==> src/rtl/lcd_hex_writer.sv <==
// Renders two 32-bit words as 8 uppercase hex chars per row on a 16x2 HD44780 (8-bit bus).
// Optional build macro LCD_HEX_PREFIX_EN prefixes each row with "0x".
module lcd_hex_writer #(
    parameter int unsigned POWERUP_CYC    = 750000,
    parameter int unsigned EN_PULSE_CYC   = 12,
    parameter int unsigned CMD_WAIT_CYC   = 2000,
    parameter int unsigned CLEAR_WAIT_CYC = 82000
) (
    input  logic        clock,
    input  logic        reset,
    input  logic [31:0] line1,
    input  logic [31:0] line2,
    input  logic        refresh,
    output logic        busy,
    output logic [7:0]  lcd_data,
    output logic        lcd_rs,
    output logic        lcd_en,
    output logic        lcd_rw
);

    localparam int unsigned MAX_A   = (POWERUP_CYC > EN_PULSE_CYC) ? POWERUP_CYC : EN_PULSE_CYC;
    localparam int unsigned MAX_B   = (CMD_WAIT_CYC > CLEAR_WAIT_CYC) ? CMD_WAIT_CYC : CLEAR_WAIT_CYC;
    localparam int unsigned MAX_CYC = (MAX_A > MAX_B) ? MAX_A : MAX_B;
    localparam int unsigned CW      = (MAX_CYC < 2) ? 1 : $clog2(MAX_CYC + 1);

`ifdef LCD_HEX_PREFIX_EN
    localparam int unsigned ROW_CHARS = 10;
`else
    localparam int unsigned ROW_CHARS = 8;
`endif
    localparam int unsigned FRAME_BYTES = 2 * (ROW_CHARS + 1);
    localparam int unsigned IW          = 5;

    localparam logic [CW:0]    POWERUP_N = (CW + 1)'(POWERUP_CYC);
    localparam logic [CW:0]    EN_N      = (CW + 1)'(EN_PULSE_CYC);
    localparam logic [CW:0]    CMD_N     = (CW + 1)'(CMD_WAIT_CYC);
    localparam logic [CW:0]    CLEAR_N   = (CW + 1)'(CLEAR_WAIT_CYC);
    localparam logic [IW-1:0]  IDX_ONE   = IW'(1);
    localparam logic [IW-1:0]  IDX_ROW1  = IW'(ROW_CHARS + 1);
    localparam logic [IW-1:0]  IDX_LAST  = IW'(FRAME_BYTES - 1);
    localparam logic [IW-1:0]  IDX_INIT3 = IW'(3);

    typedef enum logic [1:0] {ST_POWERUP, ST_INIT, ST_IDLE, ST_FRAME} state_e;
    typedef enum logic [1:0] {PH_SETUP, PH_EN, PH_WAIT} phase_e;

    state_e        state_q, state_d;
    phase_e        phase_q, phase_d;
    logic [CW-1:0] cnt_q, cnt_d;
    logic [CW:0]   cnt_inc;
    logic [CW:0]   wait_n;
    logic [IW-1:0] idx_q, idx_d;
    logic [31:0]   snap1_q, snap1_d;
    logic [31:0]   snap2_q, snap2_d;
    logic          pend_q, pend_d;
    logic [7:0]    data_q;
    logic          rs_q;
    logic          byte_done;
    logic          start_frame;
    logic          load;
    logic [8:0]    next_byte;

    function automatic logic [7:0] hex_char(input logic [3:0] nib);
        return (nib < 4'd10) ? (8'h30 + {4'h0, nib}) : (8'h37 + {4'h0, nib});
    endfunction

    function automatic logic [7:0] init_cmd(input logic [1:0] sel);
        case (sel)
            2'd0:    return 8'h38;
            2'd1:    return 8'h0C;
            2'd2:    return 8'h01;
            default: return 8'h06;
        endcase
    endfunction

    // Returns {rs, data} for frame byte idx: address cmd, row-0 chars, address cmd, row-1 chars.
    function automatic logic [8:0] frame_byte(input logic [IW-1:0] idx,
                                              input logic [31:0]   w1,
                                              input logic [31:0]   w2);
        logic [IW-1:0] pos;
        logic [31:0]   w;
        logic [2:0]    digit;
        logic [3:0]    nib;
        if (idx == '0)
            return {1'b0, 8'h80};
        if (idx == IDX_ROW1)
            return {1'b0, 8'hC0};
        if (idx > IDX_ROW1) begin
            w   = w2;
            pos = idx - IDX_ROW1 - IDX_ONE;
        end else begin
            w   = w1;
            pos = idx - IDX_ONE;
        end
`ifdef LCD_HEX_PREFIX_EN
        if (pos == '0)
            return {1'b1, 8'h30};
        if (pos == IDX_ONE)
            return {1'b1, 8'h78};
        digit = 3'(pos - IW'(2));
`else
        digit = 3'(pos);
`endif
        nib = 4'(w >> {3'd7 - digit, 2'b00});
        return {1'b1, hex_char(nib)};
    endfunction

    assign cnt_inc = {1'b0, cnt_q} + {{CW{1'b0}}, 1'b1};
    assign wait_n  = (!rs_q && data_q == 8'h01) ? CLEAR_N : CMD_N;

    always_ff @(posedge clock or negedge reset) begin
        if (!reset) begin
            state_q <= ST_POWERUP;
            phase_q <= PH_SETUP;
            cnt_q   <= '0;
            idx_q   <= '0;
            snap1_q <= '0;
            snap2_q <= '0;
            pend_q  <= 1'b0;
            data_q  <= '0;
            rs_q    <= 1'b0;
        end else begin
            state_q <= state_d;
            phase_q <= phase_d;
            cnt_q   <= cnt_d;
            idx_q   <= idx_d;
            snap1_q <= snap1_d;
            snap2_q <= snap2_d;
            pend_q  <= pend_d;
            if (load)
                {rs_q, data_q} <= next_byte;
        end
    end

    always_comb begin
        state_d     = state_q;
        phase_d     = phase_q;
        cnt_d       = cnt_q;
        idx_d       = idx_q;
        snap1_d     = snap1_q;
        snap2_d     = snap2_q;
        pend_d      = pend_q;
        byte_done   = 1'b0;
        start_frame = 1'b0;

        if (state_q == ST_FRAME && refresh)
            pend_d = 1'b1;

        case (state_q)
            ST_POWERUP: begin
                if (cnt_inc >= POWERUP_N) begin
                    state_d = ST_INIT;
                    phase_d = PH_SETUP;
                    cnt_d   = '0;
                    idx_d   = '0;
                end else begin
                    cnt_d = cnt_inc[CW-1:0];
                end
            end
            ST_IDLE: begin
                if (refresh || pend_q || line1 != snap1_q || line2 != snap2_q) begin
                    state_d     = ST_FRAME;
                    start_frame = 1'b1;
                end
            end
            default: begin
                // Zero-length pulse or wait phases are skipped outright.
                case (phase_q)
                    PH_SETUP: begin
                        cnt_d = '0;
                        if (EN_N != '0)
                            phase_d = PH_EN;
                        else if (wait_n != '0)
                            phase_d = PH_WAIT;
                        else
                            byte_done = 1'b1;
                    end
                    PH_EN: begin
                        if (cnt_inc >= EN_N) begin
                            cnt_d = '0;
                            if (wait_n != '0)
                                phase_d = PH_WAIT;
                            else
                                byte_done = 1'b1;
                        end else begin
                            cnt_d = cnt_inc[CW-1:0];
                        end
                    end
                    default: begin
                        if (cnt_inc >= wait_n) begin
                            cnt_d     = '0;
                            byte_done = 1'b1;
                        end else begin
                            cnt_d = cnt_inc[CW-1:0];
                        end
                    end
                endcase
            end
        endcase

        if (byte_done) begin
            phase_d = PH_SETUP;
            if (state_q == ST_INIT) begin
                if (idx_q == IDX_INIT3) begin
                    state_d     = ST_FRAME;
                    start_frame = 1'b1;
                end else begin
                    idx_d = idx_q + IDX_ONE;
                end
            end else if (idx_q == IDX_LAST) begin
                state_d = ST_IDLE;
                idx_d   = '0;
            end else begin
                idx_d = idx_q + IDX_ONE;
            end
        end

        if (start_frame) begin
            snap1_d = line1;
            snap2_d = line2;
            pend_d  = 1'b0;
            idx_d   = '0;
            phase_d = PH_SETUP;
            cnt_d   = '0;
        end
    end

    // The byte for the next setup cycle is registered on entry so bus lines stay put until then.
    always_comb begin
        next_byte = (state_d == ST_INIT) ? {1'b0, init_cmd(idx_d[1:0])}
                                         : frame_byte(idx_d, snap1_d, snap2_d);
        load      = ((state_d == ST_INIT) || (state_d == ST_FRAME)) && (phase_d == PH_SETUP);
    end

    always_comb begin
        busy     = (state_q != ST_IDLE);
        lcd_en   = (phase_q == PH_EN);
        lcd_data = data_q;
        lcd_rs   = rs_q;
        lcd_rw   = 1'b0;
    end

endmodule

==> config.mk <==
export PLATFORM = sky130hd
export DESIGN_NAME = lcd_hex_writer
export DESIGN_NICKNAME = d
export VERILOG_FILES = /design/src/rtl/lcd_hex_writer.sv
export SDC_FILE = /design/constraint.sdc
export NUM_CORES = 1
export LEC_CHECK = 0
export CORE_ASPECT_RATIO = 1.1
export CORE_UTILIZATION = 52
export DETAILED_ROUTE_END_ITERATION = 16
export PLACE_DENSITY = 0.86
export SETUP_SLACK_MARGIN = 0.05
export SYNTH_ARGS = -nofsm -noshare
export SYNTH_HDL_FRONTEND = slang
export SYNTH_SLANG_ARGS = --single-unit
export TNS_END_PERCENT = 50
==> constraint.sdc <==
create_clock -name clock -period 5.98 [get_ports clock]
set_clock_uncertainty 0.15 [all_clocks]
set_input_delay 1.196 -clock clock [delete_from_list [all_inputs] [get_ports clock]]
set_output_delay 1.196 -clock clock [all_outputs]
set_load 0.02 [all_outputs]
==> summary.md <==
The initial core utilization was 0.5336; the post-cts hold buffer count was 0. The number of antenna violations at the first check in global routing is 0. In this run the remaining antenna-violating nets after routing total 0.

On the critical path, the stage with the largest delay is an instance of dfrtp_2. The synthesized netlist cell count was 821; the width of the die was 113.3 um. For the maximum number of pins on one net before global-route repair, the log shows 55. The run finished with clean final reports. The tools report the root buffer cell as clkbuf_16. The kind of cell with the highest combined delay along the critical path is simple AND/OR/NAND/NOR gates. For the total wirelength of the detailed-routed design, the log shows 20,920 um.

The first detailed-routing pass ran for 5 iterations. The largest single stage delay on the critical path is 0.39 ns. The worst setup path is of the register to register kind. Dividing the detail-routed via count by the number of cells gives 5.961. The most common cell after layout, fill and taps aside is nand2_1. The placed wire-length estimate after detailed placement was 14,910 um; the cell row count was 44. For the pin with the worst max-slew slack, the measured transition is 0.7395 ns. The count of final hold-check violations was 0; the number of global-route vias before repair was 6,554. The worst setup path is launched from a register. In this run, distinct cell masters in the synthesized netlist total 85. Total negative setup slack: 0 ns.

By area the synthesized netlist is led by dfrtp_1 (36%), nand2_1 (10%), xor2_1 (4.7%), mux2i_1 (4.4%), ha_1 (2.7%). The mean area per synthesized cell was 8.623 um2. After routing the design area is 8926 um2. The most frequent cell on the critical path is buf_4. The post-synthesis share of cell area spent on full adders, half adders and majority gates is 0.02651. The synthesized-area fraction occupied by ao, oa, aoi and oai cells came out at 0.1608. The synthesized design contains 0 enable-type register cells.

In the layout the commonest cells are nand2_1 (189), dfrtp_1 (92), clkdlybuf4s50_1 (76). The power per cell area came out at 166.9 nW/um2. The clock net in this run drives a total of 103 sinks. The synthesized netlist net count is 903. Counting the buffers created by CTS gives 9. The top fanout value on the critical path is 6, and the arrival time of the worst setup path is 5.93 ns. The logs give 6.07 ns for the required time of the worst setup path and 0.1904 mV for the largest voltage drop on the vdd net.

Setup slack after layout: 0.1409 ns. The tools report the number of pins exceeding their max-slew limit in the final report as 0. The worst slack at placement was -0.02532 ns; the clock input transition at the sequential cells of the worst setup and hold paths was 0.08 ns.

The post-layout net count was 1,024. The register bit total from synthesis was 103. The sort of element at the end of the critical path is a register. For this run, design rule violations remaining after detail routing come to 0. The multiplexer share of the synthesized area was 0.07034. The logs give 667 for the number of violations reported at the end of detailed-routing iteration 0 and 79 for the I/O pin count.

CTS built an H-tree with a depth of 3. After global routing the overflow that remains totals 0. The proportion of synthesized chip area in sequential cells is 0.3641, and the top-area cell type share of the netlist area is 0.3641. From synthesis to final layout, the design area changed by 26.09%. For this run, the top clock speed supported by timing is 0.1713 GHz. The die covers 14,090 um2.

Commonest register cell after synthesis: dfrtp_1. After synthesis, the largest family of logic cells by area is simple AND/OR/NAND/NOR gates. The congestion estimate from routability-driven global placement came to 0.9782.

The logs give 0.5051 for the headroom to the max-slew limit and 8364 um2 for the area after detailed placement. The run gives 0.37 ns as the clock latency of the later-clocked register in the worst-skew pair. TritonCTS built the clock tree. Across all layers, the routed design uses 6,742 vias.

Setup violations remaining at the end of the flow were counted as 0. The cell type with the largest total area after synthesis is dfrtp_1. The run gives 0.2941 as the global-route total usage across every layer. Measured along the y axis, the die boundary spans 124.4 um. The proportion of synthesized flip-flops having asynchronous set or reset is 1.000, and the number of I/O port buffers is 77. The global-route wire length before repair came out at 32,490 um.

The max-capacitance violation count was 0. The total standard cell area after synthesis is 7079 um2, and the buffering stage count on the worst path with inverters included is 4. The simple-gate portion of the synthesized area is 0.2557, and the area inside the core boundary is 13,270 um2. The min-delay analysis places its worst path in the category register to register.

The area share of xor/xnor cells in the synthesized design was 0.07529; the yosys synthesis warning count was 0. In this run the deepest clock path goes through 2 buffers. The average detailed-routed wire length per instance came out at 18.50 um. The leakage power summed over all cells is 4.146 nW. The share of cells above drive strength 1 works out to 0.1774.

The ratio of final minimum period to clock period works out to 0.9764. 0 antenna diodes ended up in the layout. The final critical-path required period is 5.839 ns.
## synth_stat cells (5+ instances only)
master / count
nand2_1: 190
dfrtp_1: 103
nor2_1: 39
xor2_1: 38
inv_1: 34
o21ai_0: 32
mux2i_1: 31
nand3_1: 22
xnor2_1: 21
clkbuf_1: 18
a21oi_1: 16
ha_1: 15
nor2b_1: 15
nor4_1: 15
o31ai_1: 15
nand4_1: 14
nor3_1: 14
mux2_2: 11
o211ai_1: 9
buf_2: 8
a21o_1: 6
a22o_1: 6
a31oi_1: 6
and4_1: 6
buf_4: 6
o221ai_1: 6
and3_1: 5
o22ai_1: 5
o31a_1: 5
or4_1: 5
## report_power, final
part / switching [mW] / internal [mW]
Sequential: 0.0161 / 0.718
Clock: 0.293 / 0.291
Combinational: 0.0879 / 0.0837
## path summary, 6_finish.rpt
check / start / end / slack [ns] / depth (start not counted)
max: cnt_q[0]$_DFFE_PN0P_ / lcd_data[2]$_DFFE_PN0P_ / 0.14 / 27
min: snap2_q[2]$_DFF_PN0_ / snap2_q[2]$_DFF_PN0_ / 0.35 / 2
min in group asynchronous: reset / cnt_q[3]$_DFFE_PN0P_ / 0.72 / 1
max reg2reg: cnt_q[0]$_DFFE_PN0P_ / lcd_data[2]$_DFFE_PN0P_ / 0.14 / 27
max in group asynchronous: reset / snap1_q[30]$_DFF_PN0_ / 3.81 / 2
min reg2reg: snap2_q[2]$_DFF_PN0_ / snap2_q[2]$_DFF_PN0_ / 0.35 / 2
## timing repair
action | 4_1_cts | 5_1_grt
setup endpoints to repair | 0 | 7
hold endpoints to repair | 0 | 0
buffers inserted | 0 | 16
resized for setup | 0 | 36
## logic make-up after synthesis
kind of cell             Yosys count
XOR/XNOR                          60
flip-flops                       103
AND/OR/NAND/NOR                  365
buffers and inverters             75
other                              1
AO/OA/AOI/OAI                    156
multiplexers                      46
adder cells (fa/ha/maj)           15
## per-layer routing
layer / track usage / part of all wire / vias to the layer above
met5: 0 / 0 / -
met2: 0.5038 / 0.50 / 296
li1: - / - / 3150
met1: 0.3509 / 0.39 / 3229
met3: 0.05401 / 0.056 / 67
met4: 0.1486 / 0.048 / 0
## stage by stage
stage	hold slack (ns)	total power [mW]	util	cells
after floorplan	0.3036	0.8148	-	821
after global placement	0.3339	0.9113	0.6304	1099
after detailed placement	0.3333	0.9148	0.6304	1099
after CTS	0.3525	1.493	0.6517	1115
after global routing	0.3903	1.538	0.6728	1131
final	0.3526	1.490	0.6728	1131
## sequential cells by signal, summed over array words and instances, names as in the netlist
register and flops:
pend_q 1, cnt_q 20, idx_q 5, lcd_data 8, snap1_q 32, phase_q 2
state_q 2, lcd_rs 1, snap2_q 32
## tightest hold or removal path, delay by kind of cell, from the launching register on
family,cells,cell delay [ns]
flip-flops,1,0.35
AND/OR/NAND/NOR,2,0.12
## cell type report
class | instances | area (um2)
sequential | 103 | 2591
inverter | 36 | 135.1
clock inverter | 6 | 53.80
clock buffer | 10 | 229.0
timing repair buffer | 149 | 1329
tap | 184 | 230.2
fill | 1013 | 4342
multi-input combinational | 643 | 4358
Note: power is estimated with default switching activity, not from simulation.
